<file path="src/rtl/cam_framebuf_ctrl_if.sv">
// Frame-buffer SRAM bus: the controller (master) drives address, write
// enable and write data; the single-port synchronous SRAM (slave) returns
// read data one cycle after the address is presented.
interface cam_framebuf_ctrl_if #(
    parameter int ADDR_W = 17
);
    logic [ADDR_W-1:0] mem_addr;
    logic              mem_we;
    logic [15:0]       mem_wdata;
    logic [15:0]       mem_rdata;

    modport master (
        output mem_addr,
        output mem_we,
        output mem_wdata,
        input  mem_rdata
    );

    modport slave (
        input  mem_addr,
        input  mem_we,
        input  mem_wdata,
        output mem_rdata
    );
endinterface

</file>
<file path="src/rtl/cam_framebuf_ctrl.sv">
// Camera capture controller and frame-buffer arbiter.
// Assembles pairs of camera bytes into RGB565 pixels, addresses them into a
// WIDTH x HEIGHT frame, queues {addr, pixel} in a small FIFO and shares one
// single-port SRAM with the VGA reader, which always wins the slot.
module cam_framebuf_ctrl #(
    parameter int WIDTH      = 320,
    parameter int HEIGHT     = 240,
    parameter int ADDR_W     = 17,
    parameter int FIFO_DEPTH = 4
) (
    input  logic              clk,
    input  logic              reset,
    input  logic              start,
    input  logic              continuous,
    input  logic              cam_vref,
    input  logic              cam_href,
    input  logic              cam_valid,
    input  logic [7:0]        cam_data,
    input  logic              rd_req,
    input  logic [ADDR_W-1:0] rd_addr,
    output logic              rd_valid,
    output logic [15:0]       rd_data,
    cam_framebuf_ctrl_if.master mem,
    output logic              busy,
    output logic              frame_done,
    output logic              overflow
);

    localparam int COL_W   = ADDR_W + 1;
    localparam int LINE_W  = $clog2(HEIGHT + 1);
    localparam int PTR_W   = (FIFO_DEPTH > 1) ? $clog2(FIFO_DEPTH) : 1;
    localparam int ENTRY_W = ADDR_W + 16;

    localparam logic [COL_W-1:0]  WIDTH_C   = COL_W'(WIDTH);
    localparam logic [ADDR_W-1:0] WIDTH_A   = ADDR_W'(WIDTH);
    localparam logic [LINE_W-1:0] HEIGHT_L  = LINE_W'(HEIGHT);
    localparam logic [LINE_W-1:0] LAST_LINE = LINE_W'(HEIGHT - 1);
    localparam logic [PTR_W-1:0]  LAST_PTR  = PTR_W'(FIFO_DEPTH - 1);
    localparam logic [PTR_W:0]    DEPTH_C   = (PTR_W + 1)'(FIFO_DEPTH);

    typedef enum logic [1:0] {
        IDLE,
        ARMED,
        CAPTURE
    } state_t;

    state_t state;

    logic vref_q, vref_qq;
    logic href_q, href_qq;

    logic              phase;
    logic [7:0]        hi_byte;
    logic [COL_W-1:0]  col;
    logic [LINE_W-1:0] line;
    logic [ADDR_W-1:0] base;

    logic [ENTRY_W-1:0] fifo_mem [FIFO_DEPTH];
    logic [PTR_W-1:0]   wr_ptr, rd_ptr;
    logic [PTR_W:0]     count;

    logic rd_p1, rd_p2;

    logic              vref_rise, href_rise, href_fall;
    logic              in_capture, byte_ok, pix_done, in_range;
    logic              fifo_full, fifo_empty, push, pop, drop_full, frame_end;
    logic [ADDR_W-1:0] pix_addr;

    assign busy = (state != IDLE);

    // Edge detection, pixel completion and FIFO/arbiter handshakes.
    always_comb begin
        vref_rise  = vref_q & ~vref_qq;
        href_rise  = href_q & ~href_qq;
        href_fall  = ~href_q & href_qq;
        in_capture = (state == CAPTURE);
        frame_end  = in_capture & (vref_rise | (href_fall & (line == LAST_LINE)));
        byte_ok    = in_capture & ~vref_rise & href_q & cam_valid;
        // A byte coinciding with the href rise always starts a new pixel.
        pix_done   = byte_ok & phase & ~href_rise;
        in_range   = (col < WIDTH_C) & (line < HEIGHT_L);
        pix_addr   = base + col[ADDR_W-1:0];
        fifo_full  = (count == DEPTH_C);
        fifo_empty = (count == '0);
        push       = pix_done & in_range & ~fifo_full;
        drop_full  = pix_done & in_range & fifo_full;
        pop        = ~rd_req & ~fifo_empty;
    end

    // Register the camera sync lines once; edges compare against this copy.
    always_ff @(posedge clk or posedge reset) begin
        if (reset) begin
            vref_q  <= 1'b0;
            vref_qq <= 1'b0;
            href_q  <= 1'b0;
            href_qq <= 1'b0;
        end else begin
            vref_q  <= cam_vref;
            vref_qq <= vref_q;
            href_q  <= cam_href;
            href_qq <= href_q;
        end
    end

    // Capture FSM: frame sequencing, byte pairing, geometry and status flags.
    always_ff @(posedge clk or posedge reset) begin
        if (reset) begin
            state      <= IDLE;
            phase      <= 1'b0;
            hi_byte    <= '0;
            col        <= '0;
            line       <= '0;
            base       <= '0;
            frame_done <= 1'b0;
            overflow   <= 1'b0;
        end else begin
            frame_done <= frame_end;
            case (state)
                IDLE: begin
                    if (start) begin
                        state    <= ARMED;
                        overflow <= 1'b0;
                    end
                end
                ARMED: begin
                    if (vref_rise) begin
                        state <= CAPTURE;
                        phase <= 1'b0;
                        col   <= '0;
                        line  <= '0;
                        base  <= '0;
                    end
                end
                CAPTURE: begin
                    if (frame_end) begin
                        phase <= 1'b0;
                        col   <= '0;
                        line  <= '0;
                        base  <= '0;
                        if (!continuous) begin
                            state <= IDLE;
                        end else if (vref_rise) begin
                            state <= CAPTURE;
                        end else begin
                            state <= ARMED;
                        end
                    end else if (href_fall) begin
                        phase <= 1'b0;
                        col   <= '0;
                        line  <= line + 1'b1;
                        base  <= base + WIDTH_A;
                    end else if (byte_ok) begin
                        if (pix_done) begin
                            phase <= 1'b0;
                            if (drop_full) begin
                                overflow <= 1'b1;
                            end
                            // Column saturates at WIDTH: everything beyond is dropped anyway.
                            if (col < WIDTH_C) begin
                                col <= col + 1'b1;
                            end
                        end else begin
                            hi_byte <= cam_data;
                            phase   <= 1'b1;
                        end
                    end else if (href_rise) begin
                        phase <= 1'b0;
                    end
                end
                default: state <= IDLE;
            endcase
        end
    end

    // FIFO storage; contents need no reset because occupancy gates every read.
    always_ff @(posedge clk) begin
        if (push) begin
            fifo_mem[wr_ptr] <= {pix_addr, hi_byte, cam_data};
        end
    end

    // FIFO pointers and occupancy.
    always_ff @(posedge clk or posedge reset) begin
        if (reset) begin
            wr_ptr <= '0;
            rd_ptr <= '0;
            count  <= '0;
        end else begin
            if (push) begin
                wr_ptr <= (wr_ptr == LAST_PTR) ? '0 : wr_ptr + 1'b1;
            end
            if (pop) begin
                rd_ptr <= (rd_ptr == LAST_PTR) ? '0 : rd_ptr + 1'b1;
            end
            case ({push, pop})
                2'b10:   count <= count + 1'b1;
                2'b01:   count <= count - 1'b1;
                default: count <= count;
            endcase
        end
    end

    // SRAM slot arbitration (read first) and fixed-latency read return.
    always_ff @(posedge clk or posedge reset) begin
        if (reset) begin
            mem.mem_addr  <= '0;
            mem.mem_we    <= 1'b0;
            mem.mem_wdata <= '0;
            rd_p1         <= 1'b0;
            rd_p2         <= 1'b0;
            rd_valid      <= 1'b0;
            rd_data       <= '0;
        end else begin
            rd_p1    <= rd_req;
            rd_p2    <= rd_p1;
            rd_valid <= rd_p2;
            if (rd_p2) begin
                rd_data <= mem.mem_rdata;
            end
            if (rd_req) begin
                mem.mem_addr <= rd_addr;
                mem.mem_we   <= 1'b0;
            end else if (!fifo_empty) begin
                {mem.mem_addr, mem.mem_wdata} <= fifo_mem[rd_ptr];
                mem.mem_we <= 1'b1;
            end else begin
                mem.mem_we <= 1'b0;
            end
        end
    end

endmodule

</file>
<file path="src/flat_wrapper.sv">
// flat-port wrapper written by rule: the top's interface ports become plain ports
module cam_framebuf_ctrl_flat 
#(
    parameter int WIDTH      = 320,
    parameter int HEIGHT     = 240,
    parameter int ADDR_W     = 17,
    parameter int FIFO_DEPTH = 4
)
  (clk, reset, start, continuous, cam_vref, cam_href, cam_valid, cam_data, rd_req, rd_addr, rd_valid, rd_data, busy, frame_done, overflow, mem_mem_addr, mem_mem_we, mem_mem_wdata, mem_mem_rdata);
  cam_framebuf_ctrl_if #(.ADDR_W(ADDR_W)) mem_i ();
  input  logic clk;
  input  logic reset;
  input  logic start;
  input  logic continuous;
  input  logic cam_vref;
  input  logic cam_href;
  input  logic cam_valid;
  input  logic [7:0] cam_data;
  input  logic rd_req;
  input  logic [ADDR_W-1:0] rd_addr;
  output logic rd_valid;
  output logic [15:0] rd_data;
  output logic busy;
  output logic frame_done;
  output logic overflow;
  output wire logic [$bits(mem_i.mem_addr)-1:0] mem_mem_addr;
  output wire logic [$bits(mem_i.mem_we)-1:0] mem_mem_we;
  output wire logic [$bits(mem_i.mem_wdata)-1:0] mem_mem_wdata;
  input wire logic [$bits(mem_i.mem_rdata)-1:0] mem_mem_rdata;
  assign mem_mem_addr = mem_i.mem_addr;
  assign mem_mem_we = mem_i.mem_we;
  assign mem_mem_wdata = mem_i.mem_wdata;
  assign mem_i.mem_rdata = mem_mem_rdata;
  cam_framebuf_ctrl #(.WIDTH(WIDTH), .HEIGHT(HEIGHT), .ADDR_W(ADDR_W), .FIFO_DEPTH(FIFO_DEPTH)) u_core (.clk(clk), .reset(reset), .start(start), .continuous(continuous), .cam_vref(cam_vref), .cam_href(cam_href), .cam_valid(cam_valid), .cam_data(cam_data), .rd_req(rd_req), .rd_addr(rd_addr), .rd_valid(rd_valid), .rd_data(rd_data), .mem(mem_i), .busy(busy), .frame_done(frame_done), .overflow(overflow));
endmodule
</file>
<file path="config.mk">
export PLATFORM = sky130hd
export DESIGN_NAME = cam_framebuf_ctrl_flat
export DESIGN_NICKNAME = d
export VERILOG_FILES = /design/src/rtl/cam_framebuf_ctrl_if.sv /design/src/rtl/cam_framebuf_ctrl.sv /design/src/flat_wrapper.sv
export SDC_FILE = /design/constraint.sdc
export NUM_CORES = 1
export LEC_CHECK = 0
export ABC_CLOCK_PERIOD_IN_PS = 7500
export BUFFER_PORTS_ARGS = -buffer_cell sky130_fd_sc_hd__buf_2
export CORE_ASPECT_RATIO = 0.7
export CORE_MARGIN = 8
export CORE_UTILIZATION = 45
export DETAILED_ROUTE_END_ITERATION = 8
export PLACE_DENSITY = 0.76
export SETUP_SLACK_MARGIN = 0.4
export SYNTH_ARGS = -nofsm -noshare
export SYNTH_HDL_FRONTEND = slang
export SYNTH_SLANG_ARGS = --single-unit
</file>
<file path="constraint.sdc">
create_clock -name clk -period 7.5 [get_ports clk]
set_input_delay 1.125 -clock clk [delete_from_list [all_inputs] [get_ports clk]]
set_output_delay 1.125 -clock clk [all_outputs]
set_load 0.01 [all_outputs]
</file>
==> metrics.md <==
| Metric | Value |
|---|---|
| Sequential share of the synthesized area | `66.4%` |
| Commonest non-fill, non-tap cell in the layout | `sky130_fd_sc_hd__edfxtp_1` |
| Post-synthesis cell type count | `51` |
| Drt initial violations | `401` |
| Adder and majority gate portion of the synthesized area | `under 10%` |
| Flops & latches, synth | `246` |
| Total negative slack for setup checks | `0 ns` |
| Layout Area Growth over Synthesis | `15.8%` |
| Post-route fraction of the period consumed by the critical path | `between 40% and 50%` |
| Multiplexer share of the synthesized area | `14.2%` |
| Final routed DRC violation total | `0` |
| Top library cells by usage in the layout, fill and taps aside | `sky130_fd_sc_hd__edfxtp_1 (132), sky130_fd_sc_hd__dfrtp_1 (113), sky130_fd_sc_hd__buf_2 (102)` |
| Cell Area, Synth | `10,300 um^2` |
| Rows | `46` |
| Gate count after technology mapping | `674` |
| Largest family of logic cells by synthesized area | `multiplexers` |
| Arrival time at the worst endpoint | `3.66 ns` |
| Number of ports placed on the die boundary | `103` |
| RSZ-0062 raised after global routing | `no` |
| Setup violations, final | `0` |
| Category of the worst setup path launch point | `primary input` |
| Sum of net half-perimeters after detailed placement | `around 14,000 um` |
| Proportion of register bits with asynchronous set or reset after synthesis | `roughly 46%` |
| Crit-path max FO | `20` |
| Die extent in x | `196 um` |
| Number of violations of the max-capacitance limit | `0` |
| WL/cell | `approximately 18 um` |
| Die ar. | `between 20,000 and 30,000 um^2` |
| Final wirelength | `around 20,000 um` |
| CP Capture Type | `flop` |
| H-Tree Level Count | `1` |
| Clock slew at the register clock pins of the worst setup and hold paths | `~0.060 ns` |
| Antenna viol nets, final | `0` |
| CTS tree | `built` |
| Overall track demand over capacity in global routing | `14.9%` |
| Weighted congestion at the end of routability-driven global placement | `0.837` |
| Cell count after placement | `around 1,100` |
| Proportion of layout cells with a drive suffix above 1 | `between 20% and 30%` |
| Static leakage | `4.75 nW` |
| Post-synth EDFFs | `132` |
| Largest net degree at the start of global routing | `64` |
| Share of synthesized cell area in and, or, nand and nor gates | `7.72%` |
| WS Path Type | `primary input to flop` |
| Initial antenna violation count | `0` |
| Tightest slew margin relative to the limit | `19.0%` |
| Overall overflow remaining after global route | `0` |
| Number of warnings printed during yosys synthesis | `0` |
| Smallest setup slack after layout | `approximately 4.3 ns` |
| Share of the synthesized area in the top cell type | `38.6%` |
| Final Max Tran Viols | `0` |
| Worst endpoint required time | `~7.9 ns` |
| Layout net count | `~860` |
| Status | `finished clean` |
| Synthesized area divided by synthesized cell count | `15.2 um^2` |
| Number of antenna diodes | `0` |
| Power density over the cells | `327 nW/um^2` |
| Worst Max-Slew Pin Slew | `around 1.2 ns` |
| Hold_buf cts | `0` |
| Cell taking the most area after synthesis | `sky130_fd_sc_hd__edfxtp_1` |
| First-pass GRT wire length | `roughly 33,000 um` |
| Synthesized netlist net count | `748` |
| Worst supply voltage drop on vdd | `between 0.15 and 0.2 mV` |
| Worst hold-check path type | `flop to flop` |
| Via count normalized by instance count | `5.28` |
| Final hold violations | `0` |
| Post-CTS setup buffer count | `0` |
| CTS buffer count | `24` |
| Highest Clock Rate | `310 MHz` |
| Min Tclk post-route | `between 3 and 4 ns` |
| Port Buffers | `roughly 100` |
| Filler cells | `1,834` |
| Area share of xor/xnor cells in the synthesized design | `2.31%` |
| Total via count after detailed routing | `5,868` |
| Insertion delay of the later-clocked pin in the worst-skew pair | `0.51 ns` |
| Primary FF master, synth | `sky130_fd_sc_hd__edfxtp_1` |
| Placement-stage worst setup slack | `3.76 ns` |
| Post-Layout Cell Count | `1,112` |
| Die Y | `~140 um` |
| Floorplan core area | `~23,000 um^2` |
| Area of the multi-input gates | `roughly 3200 um^2` |
| Sequential cell area | `6820 um^2` |
| Clock Skew | `approximately 0.01 ns` |
| Number of clock sinks | `approximately 250` |
| Post-cts gate resize count | `0` |
| Synth Area in Compound Gates | `4.15%` |
| Root buffer cell | `sky130_fd_sc_hd__clkbuf_16` |
| Cell types with the largest area share after synthesis | `sky130_fd_sc_hd__edfxtp_1 (39%), sky130_fd_sc_hd__dfrtp_1 (28%), sky130_fd_sc_hd__mux4_2 (7.2%)` |
| Initial Util | `45.6%` |
| Clock tree buffer depth | `3` |
| Via count of the first global-routing pass | `6,059` |
| First drt pass iteration count | `5` |
| Final Hold Slack | `0.360 ns` |
==> cells in the mapped netlist, types with 8 or more instances <==
cell	n
sky130_fd_sc_hd__a21oi_1	16
sky130_fd_sc_hd__and2_1	17
sky130_fd_sc_hd__clkbuf_1	19
sky130_fd_sc_hd__dfrtp_1	114
sky130_fd_sc_hd__edfxtp_1	132
sky130_fd_sc_hd__ha_1	24
sky130_fd_sc_hd__inv_1	18
sky130_fd_sc_hd__mux2_2	45
sky130_fd_sc_hd__mux2i_1	21
sky130_fd_sc_hd__mux4_2	33
sky130_fd_sc_hd__nand2_1	44
sky130_fd_sc_hd__nand3_1	21
sky130_fd_sc_hd__nand4_1	12
sky130_fd_sc_hd__nor2_1	32
sky130_fd_sc_hd__nor3_1	8
sky130_fd_sc_hd__o21ai_0	31
sky130_fd_sc_hd__xnor2_1	11
sky130_fd_sc_hd__xor2_1	16
==> layer usage <==
layer	track usage (%)	up-vias	wire [um]
met5	0	-	0
met4	3.82	0	392
met3	3.26	25	1270
met2	22.7	170	9020
met1	21.4	2942	9820
li1	-	2731	-
==> flip-flops by register name, indices dropped and copies added (netlist names), 2 cells and up <==
name / cells
u_core.base: 11
u_core.col: 18
u_core.count: 3
u_core.fifo_mem: 132
u_core.hi_byte: 8
u_core.line: 8
u_core.mem.mem_addr: 17
u_core.mem.mem_wdata: 16
u_core.rd_data: 16
u_core.rd_ptr: 2
u_core.state: 2
u_core.wr_ptr: 2
==> through the flow <==
step / util, % / power, W / cell area (um^2)
final: 52.8 / 0.00388 / 11900
after global routing: 52.8 / 0.00409 / 11900
after CTS: 52.8 / 0.00392 / 11900
after detailed placement: 49.3 / 0.00273 / 11100
after global placement: 49.3 / 0.00271 / 11100
after floorplan: - / 0.00242 / 10300
==> critical path, stage by stage <==
cell and delay [ns]:
sky130_fd_sc_hd__buf_2 0.31, sky130_fd_sc_hd__nor2_2 1.02, sky130_fd_sc_hd__ha_1 0.34, sky130_fd_sc_hd__inv_1 0.06, sky130_fd_sc_hd__fa_1 0.37, sky130_fd_sc_hd__xor2_1 0.15
sky130_fd_sc_hd__nor2_1 0.12, sky130_fd_sc_hd__xor2_1 0.16
==> cell families (layout without fill, tap and decap cells) <==
| group | Yosys count | in the layout |
|---|---|---|
| flops | 246 | 246 |
| simple gates | 157 | 157 |
| mux | 99 | 99 |
| compound gates | 72 | 72 |
| buf+inv | 47 | 173 |
| xor+xnor | 27 | 27 |
| fa+ha+maj | 25 | 25 |
| other cells | 1 | 1 |
==> final timing paths <==
kind                       slack (ns)                                   to                       start  cells after the start
max in group asynchronous        5.55   u_core.mem.mem_addr[5]$_DFFE_PP0P_                       reset                      3
min in group asynchronous        0.69  u_core.mem.mem_wdata[1]$_DFFE_PP0P_                       reset                      2
hold / removal                   0.36               u_core.rd_p2$_DFF_PP0_      u_core.rd_p1$_DFF_PP0_                      0
setup / recovery                 4.27          u_core.count[2]$_DFFE_PP0P_                      rd_req                      8
setup reg to reg                 4.42      u_core.fifo_mem[2][2]$_DFFE_PP_  u_core.col[16]$_DFFE_PP0P_                      6
hold reg to reg                  0.36               u_core.rd_p2$_DFF_PP0_      u_core.rd_p1$_DFF_PP0_                      0
==> area by class of cell <==
cell class,instances,area share [%]
well taps,312,3.29
clock inverters,10,0.906
repair buffers,111,4.87
inverters,18,0.590
flip-flops and latches,246,57.4
clock buffers,34,5.63
multi-input cells,381,27.3
==> report_power, final <==
group	leakage [nW]	switching (W)	internal, W
Clock	0.375	0.000492	0.000694
Sequential	2.63	0.000169	0.00162
Combinational	1.74	0.000486	0.000428
Total	4.75	0.00115	0.00274
Note: power is estimated with default switching activity, not from simulation.
